$ cat config.mk
export PLATFORM = sky130hd
export DESIGN_NAME = regfile_mp
export DESIGN_NICKNAME = d
export VERILOG_FILES = /design/src/rtl/mips_pkg.sv /design/src/rtl/regfile_scoreboard.sv /design/src/rtl/regfile_mp.sv
export SDC_FILE = /design/constraint.sdc
export NUM_CORES = 2
export LEC_CHECK = 0
export ABC_CLOCK_PERIOD_IN_PS = 4400
export CAP_MARGIN = 25
export CORE_MARGIN = 2
export CORE_UTILIZATION = 51
export CTS_CLUSTER_SIZE = 20
export DETAILED_ROUTE_END_ITERATION = 12
export DONT_BUFFER_PORTS = 1
export GPL_TIMING_DRIVEN = 0
export MAX_ROUTING_LAYER = met4
export PLACE_DENSITY = 0.65
export SETUP_SLACK_MARGIN = 0.4
export SYNTH_ARGS = -nofsm -noshare
export SYNTH_HDL_FRONTEND = slang
export SYNTH_SLANG_ARGS = --single-unit
$ cat constraint.sdc
create_clock -name clk -period 4.4 [get_ports clk]
set_clock_uncertainty 0.15 [all_clocks]
set_input_delay 0.44 -clock clk [delete_from_list [all_inputs] [get_ports clk]]
set_output_delay 0.44 -clock clk [all_outputs]
set_load 0.02 [all_outputs]
$ cat src/rtl/mips_pkg.sv
// Shared MIPS datapath definitions: default widths, architectural register
// indices and common typedefs used by decode, regfile and syscall blocks.
package mips_pkg;

  localparam int unsigned DEF_DATA_W = 32;
  localparam int unsigned DEF_ADDR_W = 5;
  localparam int unsigned NUM_REGS   = 2 ** DEF_ADDR_W;

  localparam int unsigned REG_ZERO = 0;
  localparam int unsigned REG_V0   = 2;
  localparam int unsigned REG_A0   = 4;

  typedef logic [DEF_ADDR_W-1:0] reg_idx_t;
  typedef logic [DEF_DATA_W-1:0] word_t;

  // True when the index names the hardwired-zero register.
  function automatic logic is_reg_zero(input reg_idx_t idx);
    return idx == reg_idx_t'(REG_ZERO);
  endfunction

endpackage

$ cat src/rtl/regfile_scoreboard.sv
// Per-register busy scoreboard. A reservation marks a register as awaiting
// writeback; a write clears it. Reservation wins on a same-edge collision
// because it stands for a younger producer. Register 0 is never busy.
module regfile_scoreboard
  import mips_pkg::*;
#(
  parameter int unsigned ADDR_W = DEF_ADDR_W
) (
  input  logic                 clk,
  input  logic                 rst_n,
  input  logic                 wr_en,
  input  logic [ADDR_W-1:0]    wr_addr,
  input  logic                 rsv_en,
  input  logic [ADDR_W-1:0]    rsv_addr,
  output logic [2**ADDR_W-1:0] busy_vec
);

  localparam int unsigned DEPTH = 2 ** ADDR_W;

  logic [DEPTH-1:0] r_busy;
  logic [DEPTH-1:0] w_busy_nxt;

  // Next busy state: clear on write, then set on reserve so reserve has priority.
  always_comb begin
    w_busy_nxt = r_busy;
    if (wr_en && (wr_addr != '0)) begin
      w_busy_nxt[wr_addr] = 1'b0;
    end
    if (rsv_en && (rsv_addr != '0)) begin
      w_busy_nxt[rsv_addr] = 1'b1;
    end
    w_busy_nxt[0] = 1'b0;
  end

  // Busy bit register with asynchronous clear.
  always_ff @(posedge clk or negedge rst_n) begin
    if (!rst_n) begin
      r_busy <= '0;
    end else begin
      r_busy <= w_busy_nxt;
    end
  end

  assign busy_vec = r_busy;

endmodule

$ cat src/rtl/regfile_mp.sv
// Multi-port general-purpose register file: NUM_READ registered read ports
// with write-first bypass, one write port, hardwired-zero register 0, a busy
// scoreboard for pending writebacks and two architectural taps.
module regfile_mp
  import mips_pkg::*;
#(
  parameter int unsigned DATA_W   = DEF_DATA_W,
  parameter int unsigned ADDR_W   = DEF_ADDR_W,
  parameter int unsigned NUM_READ = 2,
  parameter int unsigned TAP0_IDX = REG_V0,
  parameter int unsigned TAP1_IDX = REG_A0
) (
  input  logic                         clk,
  input  logic                         rst_n,
  input  logic [NUM_READ-1:0]          rd_en,
  input  logic [NUM_READ*ADDR_W-1:0]   rd_addr,
  output logic [NUM_READ*DATA_W-1:0]   rd_data,
  output logic [NUM_READ-1:0]          rd_busy,
  input  logic                         wr_en,
  input  logic [ADDR_W-1:0]            wr_addr,
  input  logic [DATA_W-1:0]            wr_data,
  input  logic                         rsv_en,
  input  logic [ADDR_W-1:0]            rsv_addr,
  output logic [2**ADDR_W-1:0]         busy_vec,
  output logic [DATA_W-1:0]            tap0,
  output logic [DATA_W-1:0]            tap1
);

  localparam int unsigned        DEPTH  = 2 ** ADDR_W;
  localparam logic [ADDR_W-1:0]  TAP0_A = ADDR_W'(TAP0_IDX);
  localparam logic [ADDR_W-1:0]  TAP1_A = ADDR_W'(TAP1_IDX);

  logic [DATA_W-1:0]   r_mem [DEPTH];
  logic [DEPTH-1:0]    w_busy_vec;
  logic                w_wr_ok;

  assign w_wr_ok = wr_en && (wr_addr != '0);

  // Storage array; entry 0 is never written so it stays zero after reset.
  always_ff @(posedge clk or negedge rst_n) begin
    if (!rst_n) begin
      r_mem <= '{default: '0};
    end else if (w_wr_ok) begin
      r_mem[wr_addr] <= wr_data;
    end
  end

  regfile_scoreboard #(
    .ADDR_W (ADDR_W)
  ) u_scoreboard (
    .clk      (clk),
    .rst_n    (rst_n),
    .wr_en    (wr_en),
    .wr_addr  (wr_addr),
    .rsv_en   (rsv_en),
    .rsv_addr (rsv_addr),
    .busy_vec (w_busy_vec)
  );

  assign busy_vec = w_busy_vec;

  // Taps show committed storage only; no bypass from the write port.
  assign tap0 = r_mem[TAP0_A];
  assign tap1 = r_mem[TAP1_A];

  for (genvar p = 0; p < NUM_READ; p++) begin : g_rd
    logic [ADDR_W-1:0] w_addr;
    logic [DATA_W-1:0] w_val;
    logic              w_busy;
    logic [DATA_W-1:0] r_rd_data;
    logic              r_rd_busy;

    assign w_addr = rd_addr[p*ADDR_W +: ADDR_W];

    // Select read value: zero register, same-edge write bypass, else storage.
    // On bypass the busy flag is the post-write state, i.e. set only when the
    // same edge also reserves this register.
    always_comb begin
      w_val  = r_mem[w_addr];
      w_busy = w_busy_vec[w_addr];
      if (w_addr == '0) begin
        w_val  = '0;
        w_busy = 1'b0;
      end else if (wr_en && (wr_addr == w_addr)) begin
        w_val  = wr_data;
        w_busy = rsv_en && (rsv_addr == w_addr);
      end
    end

    // Read port output register; holds its value while the strobe is low.
    always_ff @(posedge clk or negedge rst_n) begin
      if (!rst_n) begin
        r_rd_data <= '0;
        r_rd_busy <= 1'b0;
      end else if (rd_en[p]) begin
        r_rd_data <= w_val;
        r_rd_busy <= w_busy;
      end
    end

    assign rd_data[p*DATA_W +: DATA_W] = r_rd_data;
    assign rd_busy[p]                  = r_rd_busy;
  end

endmodule
# Yosys cells after proc, flatten, opt, wreduce, memory -nomap -nowiden
# Index checks and enable logic that the tools add are counted.
[totals] n_memories=0 out_inout_bits=162 wordCells=97 inputBits=58 latch_bits=0 mem_bits_ro=0 mem_bits_rw=0 reg_bits=1121
[op_classes] add_sub_neg=0 n_reduce_logical=13 n_mul=0 n_shift=0 div=0 mux=27 n_eq_ne=4 bitwise_logic=6 order_cmp=10
[ops] op="1024-bit bitwise mux" count=1
[ops] op="32-bit 2-to-1 mux" count=11
[ops] op="32-bit binary-select mux with 5-bit select" count=2
[ops] op="32-bit demux with 5-bit select" count=1
[ops] op="32-bit AND" count=1
[ops] op="32-bit inverter" count=1
[ops] op="32-bit bitwise OR" count=1
[ops] op="5-bit by 6-bit less-than comparator with 1-bit output, second input constant" count=4
[ops] op="5-bit == test" count=4
[ops] op="6-bit greater-or-equal comparator, second input constant" count=3
[ops] op="5-bit inverter with 6-bit output" count=3
[ops] op="1-bit binary-select mux with 5-bit select" count=2
[ops] op="1-bit demux with 5-bit select" count=2
[ops] op="5-bit by 1-bit greater-or-equal comparator with 1-bit output, second input constant" count=2
[ops] op="5-bit zero test" count=2
[ops] op="5-bit nonzero test" count=2
[ops] op="1-bit logical AND" count=9
[ops] op="1-bit 2-to-1 mux" count=8
[ops] op="6-bit by 1-bit less-than comparator with 1-bit output, second input constant" count=1

# Longest topological paths before layout
[logic_depth] depth_word=9 ltp_mapped=9 ltp_nobuf=5

# Modules after synthesis
# From an unflattened synthesis, not the netlist that was laid out.
[unflattened] cells_unflattened=3734 hier_area_um2=59150.5
[by_module_without_submodules] mod="regfile_mp" area_per_inst_um2=57871.8 seq_area_each_um2=27276.2 instances=1 cells_per_inst=3614
[by_module_without_submodules] mod="regfile_scoreboard" area_per_inst_um2=1278.7 seq_area_each_um2=775.7 instances=1 cells_per_inst=120

# Worst setup path before layout
# No wires, ideal clock.
[synth_path] path_type="input -> register" startpoint="input port rd_addr[0]" endpoint="register g_rd[0].r_rd_data[10]" n_path_buf=4 setup_ns=0.126 stages=8 t_required_ns=4.124 arrival_time_ns=2.144 path_slack_ns=1.980 path_cell_list="buf_6 buf_6 buf_4 buf_2 mux4_2 o22ai_1 nor4_1 a221o_1"
[synth_via] elab_chain_len=6 elab_cells_between_ends=9
[synth_rtl] item="start: declaration" line_no="regfile_mp.sv:16" source="input logic [NUM_READ*ADDR_W-1:0] rd_addr,"
[synth_rtl] item="5-bit inverter with 6-bit output (implied by the code)" line_no="regfile_mp.sv:79" source="w_val = r_mem[w_addr];"
[synth_rtl] item="32-bit binary-select mux with 5-bit select" line_no="regfile_mp.sv:79"
[synth_rtl] item="32-bit 2-to-1 mux (implied by the code) (2 in series)" line_no="regfile_mp.sv:79"
[synth_rtl] item="32-bit 2-to-1 mux" line_no="regfile_mp.sv:84" source="end else if (wr_en && (wr_addr == w_addr)) begin"
[synth_rtl] item="32-bit 2-to-1 mux (*)" line_no="regfile_mp.sv:81" source="if (w_addr == '0) begin"
[synth_rtl] item="end signal: assignment" line_no="regfile_mp.sv:96" source="r_rd_data <= w_val;"
[synth_rtl] item="end: declaration" line_no="regfile_mp.sv:70" source="logic [DATA_W-1:0] r_rd_data;"
# Mark *: on every way between the ends. The rest lies on a longest branch, timed or not. The select of a mux whose other input is x is not followed.
# A chain may end at the register's enable or synchronous reset.

# Worst setup path after layout
[layout_path] startpoint="input port rd_addr[9]" endpoint="register g_rd[1].r_rd_data[22]"
[layout_via] elab_chain_len=6 elab_cells_between_ends=9
[layout_rtl] item="5-bit inverter with 6-bit output (implied by the code)" line_no="regfile_mp.sv:79"
[layout_rtl] item="32-bit binary-select mux with 5-bit select" line_no="regfile_mp.sv:79"
[layout_rtl] item="32-bit 2-to-1 mux (implied by the code) (2 in series)" line_no="regfile_mp.sv:79"
[layout_rtl] item="32-bit 2-to-1 mux" line_no="regfile_mp.sv:84"
[layout_rtl] item="32-bit 2-to-1 mux (*)" line_no="regfile_mp.sv:81"
[layout_rtl] item="end signal: assignment" line_no="regfile_mp.sv:96"
[layout_rtl] item="end: declaration" line_no="regfile_mp.sv:70"
# Marked as above.

==> impl_metrics.yaml <==
critical_path:
  crit_path_start_kind: "input pin"
  slowest_stage: "clkbuf_1"
  worst_path_most_repeated_cell: "clkbuf_1"
  critPathMaxFanout: 10
  slowest_delay_ns: 0.93
  critical_path_required_ns: 4.91
  cp_top_family: "buffers and inverters"
  cp.buffers_inverters: 4
  worst_ep_arrival_time_ns: 4.15
  crit_path_cell_trace: "clkbuf_1 > clkbuf_1 > buf_1 > clkbuf_1 > a21oi_1 > o221ai_1"
  crit_path_end_kind: "flop"
  critical_path_class: "input pin to flop"
timing:
  setup_viol: 0
  post-route-period-util: 0.828
  finalWorstSetupSlack_ns: 0.758
  rsz0062_at_grt: "false"
  layout_min_cycle_time_ns: 3.64
  maxSlewViolCount: 0
  worst_slew_pin_slew_ns: 1.26
  slew_headroom: 0.161
  finalHoldViolations: 0
  fmax_mhz: 275
  tns_ns: 0
  hold_slack_ns: 0.0341
floorplanning:
  die_y_um: 344
  dieWidth_um: 344
  core_area_mm2: 0.115
  initial_utilization: 0.515
  rows: 124
  io_pins: 220
  dieArea_mm2: 0.119
placement:
  port-buffer-count: 0
  gp_congestion: 0.977
  pre_cts_ws_ns: 0.300
  dp.cells: 5539
  dp_hpwl_um: 159000
synth:
  synth_flop_cell: "dfrtp_1"
  netlist_instances: 3966
  synth_area_per_cell_um2: 14.9
  syn_area_mm2: 0.0591
  ys_ff_latch: 1121
  async_reset_ff_frac: 1.00
  syn_nets: 4024
  yosys.area.top_type: "dfrtp_1"
  ys_seq_area_frac: 0.475
  synth-edff-count: 0
  yosysUniqueCellTypes: 50
  synth_area_leaders: "dfrtp_1 (47%), mux2_2 (20%), mux4_2 (18%)"
  ys_warn_count: 0
  netlist.area_leader.share: 0.475
clock_tree:
  cts_tree: "yes"
  cts_buffer_depth: 3
  numCtsBuffers: 131
  clock_sinks: 1121
  post_cts_buffers: 0
  cts_root_buf: "clkbuf_16"
  clk-insertion-delay-late_ns: 0.78
  cts.clk_slew.worst_paths_ns: 0.06
  cts_max_level: 4
power:
  pwr-share-comb: 0.207
  p_sw_mw: 9.31
  seqPwrFrac: 0.445
  p_per_area_mw_per_mm2: 474
  power_leakage_nw: 29.0
  internal_power_mw: 22.4
  switching_share: 0.293
  peakVddDrop_mv: 0.440
  pwr-share-clk: 0.348
final_layout:
  syn_to_final_growth_pct: 13.2
  fin_cells: 5829
  final_nets: 4269
  drive_above_1_share: 0.464
  fin_util: 0.583
routing:
  vias: 42009
  drc: 0
  initialDrtViolationCount: 5395
  wl_um: 233000
  viasPerCell: 7.21
  avgRoutedWirePerCell_um: 40.1
  firstDrtPassIters: 6
  drtAntennaViolNets: 0
job:
  maxCapViolations: 0
global_route:
  grt_pass1_wl_um: 324000
  grt_overflow: 0
  grt_pass1_vias: 41581
  grt.total_usage: 0.409
  antenna_found_initial: 7
  grt_max_degree: 1122
outcome:
  outcome: "complete, no violations"
hold_path:
  hold_class: "input pin to flop"
metal layers:
layer / vias up / track usage / part of all wire
met2: 2905 / 0.586 / 0.44
met3: 822 / 0.139 / 0.12
met5: - / - / 0
li1: 15835 / - / -
met1: 22447 / 0.502 / 0.36
met4: 0 / 0.245 / 0.072
cell usage after synthesis, drive strengths merged (29+ instances only):
cell type	instances
o22ai	64
nor2	62
nor2b	36
a22o	36
clkbuf	244
dfrtp	1121
mux4	475
o21a	32
o21ai	29
a221o	32
a221oi	96
a21oi	65
o221ai	32
mux2i	206
nor4	34
buf	267
mux2	1025
layout make-up:
type | instances | area (um^2)
fill | 9125 | 47800
multi-input combinational | 2331 | 28600
sequential | 1121 | 28100
clock buffer | 205 | 3980
buffer | 511 | 2470
tap | 1512 | 1890
timing repair buffer | 112 | 1580
clock inverter | 22 | 310
antenna | 12 | 30.0
inverter | 3 | 11.3
kinds of logic after synthesis:
kind of cell,synth area share
other,0.0000635
buffers and inverters,0.0419
xor gates and xnor gates,0.00297
AOI/OAI and AO/OA,0.0498
and+or+nand+nor,0.0191
DFF,0.475
muxes,0.411
metrics by stage:
| stage | cell area (um^2) | power (mW) |
|---|---|---|
| 2_1_floorplan | 59100 | 18.4 |
| 3_3_place_gp | 61000 | 20.1 |
| 3_5_place_dp | 61900 | 20.4 |
| 4_1_cts | 66600 | 31.3 |
| 5_1_grt | 66900 | 32.7 |
| 6_report | 66900 | 31.7 |
cells in the final DEF (no fill, tap or decap), types with 32 or more instances in the layout:
| cell | count |
|---|---|
| mux2i_1 | 206 |
| o22ai_1 | 64 |
| o221ai_1 | 32 |
| dfrtp_1 | 1121 |
| buf_1 | 46 |
| clkbuf_16 | 136 |
| buf_4 | 94 |
| a221o_1 | 32 |
| nor2_1 | 62 |
| a22o_1 | 36 |
| nor2b_1 | 36 |
| clkbuf_8 | 32 |
| mux4_2 | 475 |
| a21oi_1 | 65 |
| clkbuf_1 | 278 |
| mux2_2 | 1024 |
| dlygate4sd3_1 | 36 |
| buf_2 | 123 |
| o21a_1 | 32 |
| buf_8 | 61 |
| nor4_1 | 34 |
| a221oi_1 | 96 |
flip-flops by register name (all words and copies together), names as in the netlist:
| register | count |
|---|---|
| r_mem | 960 |
| tap0 | 32 |
| g_rd.r_rd_busy | 2 |
| g_rd.r_rd_data | 64 |
| tap1 | 32 |
| u_scoreboard.busy_vec | 31 |
final timing paths:
| kind | startpoint | end | slack [ns] | cells past startpoint |
|---|---|---|---|---|
| min reg2reg | r_mem[994] | r_mem[994] | 0.32 | 1 |
| max | rd_addr[9] | g_rd[1].r_rd_data[22] | 0.76 | 6 |
| max reg2reg | r_mem[13] | g_rd[0].r_rd_data[13] | 1.98 | 5 |
| max in group asynchronous | rst_n | r_mem[115] | 1.36 | 4 |
| min in group asynchronous | rst_n | tap0[31] | 0.28 | 2 |
| min | wr_data[30] | g_rd[1].r_rd_data[30] | 0.03 | 3 |
repair_timing:
| item | CTS | global route |
|---|---|---|
| gates resized for setup | 0 | 0 |
| hold buffers | 34 | 2 |
| hold endpoints to repair | 1225 | 176 |
worst register-to-register path: stages (launching register included):
cell	delay [ns]
dfrtp_1	0.40
mux4_2	0.49
mux4_2	0.48
nor2_1	0.34
nor4_1	0.14
a221o_1	0.29
power by group through the flow:
stage | logic (mW) | registers (mW) | clock network [mW]
6_report | 6.57 | 14.1 | 11.0
5_1_grt | 6.88 | 14.3 | 11.5
4_1_cts | 6.25 | 14.0 | 11.1
3_5_place_dp | 6.17 | 14.2 | 0
3_3_place_gp | 6.00 | 14.1 | 0
2_1_floorplan | 4.80 | 13.6 | 0
(Power assumes the default switching activity.)
